**src/rtl/fifo_wr_ctrl.sv**
```systemverilog
// Write-side controller for a dual-pointer FIFO: owns the write pointer and derives
// occupancy, full/almost-full and a sticky overflow flag against the read pointer.
module fifo_wr_ctrl #(
    parameter int unsigned W_DATA_WIDTH = 16,
    parameter int unsigned MEM_WIDTH    = 16,
    parameter int unsigned FIFO_DEPTH   = 16,
    parameter int unsigned ADDR_WIDTH   = 4,
    parameter int unsigned AFULL_LEVEL  = 12
) (
    input  logic                  clk,
    input  logic                  reset,
    input  logic                  wr_request,
    input  logic                  flush,
    input  logic                  ovf_clear,
    input  logic [ADDR_WIDTH:0]   rd_ptr,
    output logic [ADDR_WIDTH:0]   wr_ptr,
    output logic                  wr_en,
    output logic                  full_flag,
    output logic                  almost_full,
    output logic [ADDR_WIDTH:0]   occupancy,
    output logic                  overflow
);

    localparam int unsigned PTR_W = ADDR_WIDTH + 1;
    localparam int unsigned STEP  = W_DATA_WIDTH / MEM_WIDTH;

    logic [PTR_W-1:0] wr_ptr_q;
    logic [PTR_W-1:0] wr_ptr_d;
    logic             overflow_q;
    logic             overflow_d;
    logic             ovf_event;

    // Status is combinational so a falling-edge read frees space within the same cycle.
    always_comb begin
        occupancy   = PTR_W'(wr_ptr_q - rd_ptr);
        full_flag   = occupancy > PTR_W'(FIFO_DEPTH - STEP);
        almost_full = occupancy >= PTR_W'(AFULL_LEVEL);
        // Gated by reset so an in-flight write is aborted while reset is held.
        wr_en       = reset & wr_request & ~full_flag & ~flush;
        ovf_event   = wr_request & full_flag & ~flush;
    end

    // Next-state: flush realigns to the reader and beats any write.
    always_comb begin
        wr_ptr_d   = wr_ptr_q;
        overflow_d = overflow_q;
        if (flush) begin
            wr_ptr_d = rd_ptr;
        end else if (wr_en) begin
            wr_ptr_d = PTR_W'(wr_ptr_q + PTR_W'(STEP));
        end
        if (ovf_event) begin
            overflow_d = 1'b1;
        end else if (ovf_clear) begin
            overflow_d = 1'b0;
        end
    end

    always_ff @(posedge clk or negedge reset) begin
        if (!reset) begin
            wr_ptr_q   <= '0;
            overflow_q <= 1'b0;
        end else begin
            wr_ptr_q   <= wr_ptr_d;
            overflow_q <= overflow_d;
        end
    end

    assign wr_ptr   = wr_ptr_q;
    assign overflow = overflow_q;

endmodule

```
**config.mk**
```make
export PLATFORM = sky130hd
export DESIGN_NAME = fifo_wr_ctrl
export DESIGN_NICKNAME = d
export VERILOG_FILES = /design/src/rtl/fifo_wr_ctrl.sv
export SDC_FILE = /design/constraint.sdc
export NUM_CORES = 1
export LEC_CHECK = 0
export CORE_MARGIN = 8
export CORE_UTILIZATION = 42
export DETAILED_ROUTE_END_ITERATION = 8
export GPL_ROUTABILITY_DRIVEN = 0
export GPL_TIMING_DRIVEN = 0
export PLACE_DENSITY_LB_ADDON = 0.3
export SETUP_SLACK_MARGIN = 0.1
export SYNTH_ARGS = -nofsm -noshare
export SYNTH_HDL_FRONTEND = slang
export SYNTH_SLANG_ARGS = --single-unit
```
**constraint.sdc**
```tcl
create_clock -name clk -period 3 [get_ports clk]
set_clock_uncertainty 0.15 [all_clocks]
set_input_delay 0.3 -clock clk [delete_from_list [all_inputs] [get_ports clk]]
set_output_delay 0.3 -clock clk [all_outputs]
set_load 0.02 [all_outputs]
```
* After elaboration in Yosys (flattened, before gate mapping) *
Cells that the tools add are included.

cells by class
  $add $sub $neg = 2
  magnitude comparators = 2
  mux-type cells = 4
  bitwise operators = 7
  reductions and logical operators = 2

operators by type and width
  cell                 number
  $mux 5               2
  $add 5x1->5 const B  1
  $and 1x1->1          5
  $ge 5x4->1 const B   1
  $gt 5x4->1 const B   1
  $sub 5x5->5          1
  $reduce_bool 2->1    2
  $mux 1               2
  $not 1->1            2

storage, ports and cells
  register bits after elaboration = 6
  input bits = 10
  output and inout bits = 14
  word-level logic and storage cells = 19

* Longest topological paths before layout *
Gate-level depths: netlist of the first run.

  depth after elaboration = 7
  depth in mapped cells = 9
  mapped depth without buffers = 9

* Worst setup path before layout of the first run *
OpenSTA, ideal clock, no wires.

  path kind = reg-to-output
  from = register wr_ptr_q[0], in the netlist wr_ptr[0]
  to = output port wr_en
  arrival time = 2.498 ns
  required time = 2.550 ns
  setup slack = 0.052 ns
  cell stages (with the launch flop) = 10
  path buffers = 0
  path through = dfrtp_1 > inv_1 > ha_1 > inv_1 > fa_1 > a21o_1 > a21oi_1 > xnor2_1 > inv_2 > nor3_1

between the ends
  cells in the longest elaborated chain, start to end = 5

ends and longest elaborated chain
  what                      line  RTL
  start: declaration        27    logic [PTR_W-1:0] wr_ptr_q;
  start signal: assignment  64    wr_ptr_q <= wr_ptr_d;
  $sub 5x5->5               35    occupancy = PTR_W'(wr_ptr_q - rd_ptr);
  named net occupancy[4]    20    output logic [ADDR_WIDTH:0] occupancy,
  $gt 5x4->1                36    full_flag = occupancy > PTR_W'(FIFO_DEPTH - STEP);
  $not 1->1                 39    wr_en = reset & wr_request & ~full_flag & ~flush;
  $and 1x1->1 (2 in a row)  39
  end: declaration          17    output logic wr_en,

The timed path passes the listed nets, and every way through them passes these cells.

* Worst setup path in the final report of the first run *
  from = register wr_ptr_q[0], in the netlist wr_ptr[0]
  to = output port wr_en

between the ends
  cells in the longest elaborated chain, start to end = 5

ends and longest elaborated chain
  what                      line
  $sub 5x5->5               35
  $gt 5x4->1                36
  $not 1->1                 39
  $and 1x1->1 (2 in a row)  39

No other way between the ends.

==> results of run 1 <==
## state kept, by name, indices dropped and copies added (netlist names)
name and cells:
overflow 1, wr_ptr 5
## power groups by stage
stage | Clock [mW] | Sequential (mW) | Combinational (mW)
floorplan | 0 | 0.121 | 0.152
global placement | 0 | 0.108 | 0.281
detailed placement | 0 | 0.109 | 0.286
CTS | 0.0809 | 0.108 | 0.294
global route | 0.0866 | 0.110 | 0.328
finish | 0.0804 | 0.108 | 0.307
## cells in the final DEF, fill, tap and decap left out, drive strengths merged, types with 2 or more instances in the layout
master,instances
nand3,5
buf,6
dfrtp,6
a21oi,3
xnor2,3
inv,13
clkbuf,6
o21ai,5
nor3,2
nand2,3
dlymetal6s2s,2
ha,5
clkdlybuf4s50,17
nor2b,3
nor2,4
## cells by family (layout without fill, tap and decap cells)
group,after synthesis,after routing,synth area share
simple gates,22,22,0.198
compound gates,20,20,0.273
buf+inv,14,44,0.0868
fa+ha+maj,6,6,0.136
flops,6,6,0.248
xor+xnor,4,4,0.0579
## what timing repair did
action                     4_1_cts  5_1_grt
pin swaps                        2        5
hold buffers                     0        0
buffers inserted                 1        3
hold endpoints to repair         0        0
resized for setup               15       10
setup endpoints to repair        4        6
## worst register-to-register path, cell delays in order, from the launching register on
cell and delay, ns:
dfrtp_1 0.41, inv_1 0.10, ha_2 0.18, inv_1 0.06, fa_2 0.39, a21o_1 0.22
buf_4 0.15, a2111oi_4 0.49, o21ai_1 0.15, a221o_1 0.34
## through the flow
step	hold slack, ns	std cells	setup WS, ns	utilization
finish	0.153	117	0.177	0.713
global route	0.187	117	0.0455	0.713
CTS	0.163	114	0.0938	0.688
detailed placement	0.386	110	-0.589	0.652
global placement	0.386	110	-0.543	0.652
floorplan	-0.146	72	0.218	-
## routing by layer
metal,vias up,share of wire,global-route usage
met4,0,0.013,0.0492
met3,4,0.075,0.0386
li1,321,-,-
met1,297,0.42,0.124
met2,25,0.49,0.216
met5,-,0,0
## worst paths after layout
path                           start   endpoint  slack (ns)  cells past startpoint
max in group asynchronous      reset  wr_ptr[2]        2.30                      1
max reg2reg                wr_ptr[0]  wr_ptr[2]        0.25                      9
min                            reset   overflow        0.15                      1
min in group clk           rd_ptr[0]  wr_ptr[0]        0.20                      3
max                        wr_ptr[0]      wr_en        0.18                     10
min reg2reg                 overflow   overflow        0.40                      2
## area by class of cell
type | count | area [µm²] | area share
multi-input combinational | 52 | 448 | 0.477
timing repair buffer | 27 | 248 | 0.264
tap | 15 | 18.8 | 0.0200
inverter | 13 | 48.8 | 0.0519
buffer | 1 | 3.75 | 0.00399
clock buffer | 3 | 22.5 | 0.0240
sequential | 6 | 150 | 0.160
==> results.sh, run 1 <==
export IMPL_fp_dieH_um=54.0
export IMPL_yosysSeqAreaShare=0.248
export IMPL_grt_max_degree=11
export IMPL_layout_drive_gt1_share=0.196
export IMPL_slew_limit_headroom=0.660
export IMPL_dieArea_um2=2910
export IMPL_p_sw_frac=0.435
export IMPL_path_buf_inv=4
export IMPL_coreArea_um2=1320
export IMPL_arrival_ns=2.37
export IMPL_p_per_area_nw_per_um2=527
export IMPL_route_detailed_drc=0
export IMPL_antenna_found_initial=0
export IMPL_vdd_drop_max_v=0.000321
export IMPL_synthTopCellsByCount="12 x inv_1, 6 x dfrtp_1, 5 x ha_1, 5 x nand3_1"
export IMPL_p_switching_mw=0.215
export IMPL_synth_main_ff_cell="dfrtp_1"
export IMPL_start_kind="flop"
export IMPL_wire_per_inst_um=14.7
export IMPL_finish_instance_area_um2=940
export IMPL_clock_sink_count=6
export IMPL_cts_tree="done"
export IMPL_grtUsageTotal=0.119
export IMPL_num_nets_final=120
export IMPL_syn_area_um2=606
export IMPL_ant_nets=0
export IMPL_slowest_delay_ns=0.41
export IMPL_post_drt_via_cell_ratio=5.53
export IMPL_rsz0062_at_grt="true"
export IMPL_overflow=0
export IMPL_dr_first_iter_drc_count=15
export IMPL_rows=13
export IMPL_critical_path_top_delay_family="adder cells"
export IMPL_port_buffer_count=23
export IMPL_dp_hpwl_mm=1.26
export IMPL_syn_inst=72
export IMPL_yosysMostFrequentCell="inv_1"
export IMPL_crit_path_end_kind="primary output"
export IMPL_grt_first_pass_wirelength_mm=2.59
export IMPL_vias=647
export IMPL_ys_top_cells_by_area="dfrtp_1 25%, ha_1 10%, inv_1 7.4%, a2111oi_4 4.5%, xnor2_1 4.3%"
export IMPL_status="complete, no violations"
export IMPL_num_io_pins=24
export IMPL_cts_root_buf="clkbuf_4"
export IMPL_synth_seq_cells=6
export IMPL_cts_path_max_buffers=2
export IMPL_path_max_fanout=5
export IMPL_crit_chain="inv_1 > ha_2 > inv_1 > fa_2 > a21o_1 > a21oi_4 > xnor2_4 > inv_2 > nor3_2 > buf_4"
export IMPL_hp_class="primary input to async pin"
export IMPL_period_share=0.941
export IMPL_async_reset_ff_frac=1.00
export IMPL_yosysTopAreaCell="dfrtp_1"
export IMPL_p_int_mw=0.279
export IMPL_area_growth_pct=55.2
export IMPL_required_ns=2.55
export IMPL_initial_core_util=0.460
export IMPL_cts_clk_slew_worst_paths_ns=0.05
export IMPL_seqPwrFrac=0.218
export IMPL_comb_power_share=0.620
export IMPL_cap_violations=0
export IMPL_insertion_delay_ns=0.25
export IMPL_hold_violations=0
export IMPL_leakage_nw=0.436
export IMPL_cts_buffers=3
export IMPL_cp_slowest_cell="dfrtp_1"
export IMPL_yosys_warnings=0
export IMPL_synth_net_count=88
export IMPL_slew_viol_final=0
export IMPL_htreeDepth=1
export IMPL_setup_viol=0
export IMPL_syn_mean_instance_area_um2=8.41
export IMPL_fmax_ghz=0.354
export IMPL_fillers=106
export IMPL_diodes=0
export IMPL_period_minus_slack_ns=2.82
export IMPL_setup_tns_ns=0
export IMPL_placed_area_um2=860
export IMPL_crit_type="flop to primary output"
export IMPL_worst_pin_slew_ns=0.508
export IMPL_clkPwrFrac=0.162
export IMPL_die_w_um=54.0
export IMPL_wl_mm=1.72
export IMPL_p_total_mw=0.495
export IMPL_synth_distinct_cells=33
export IMPL_first_pass_iters=4
export IMPL_grt_pass1_vias=609
export IMPL_synth_edf_count=0
export IMPL_path_common_cell="inv_1"
export IMPL_synth_top_area_share=0.248
No activity file was read; power rests on OpenSTA's default activity.
==> run 2, diff against run 1 <==
--- a/config.mk
+++ b/config.mk
@@ -12,6 +12,7 @@
 export GPL_TIMING_DRIVEN = 0
 export PLACE_DENSITY_LB_ADDON = 0.3
 export SETUP_SLACK_MARGIN = 0.1
+export SKIP_LAST_GASP = 1
 export SYNTH_ARGS = -nofsm -noshare
 export SYNTH_HDL_FRONTEND = slang
 export SYNTH_SLANG_ARGS = --single-unit
==> results of run 2 <==
No change in the layout: final DEF, timing and power equal those of run 1.
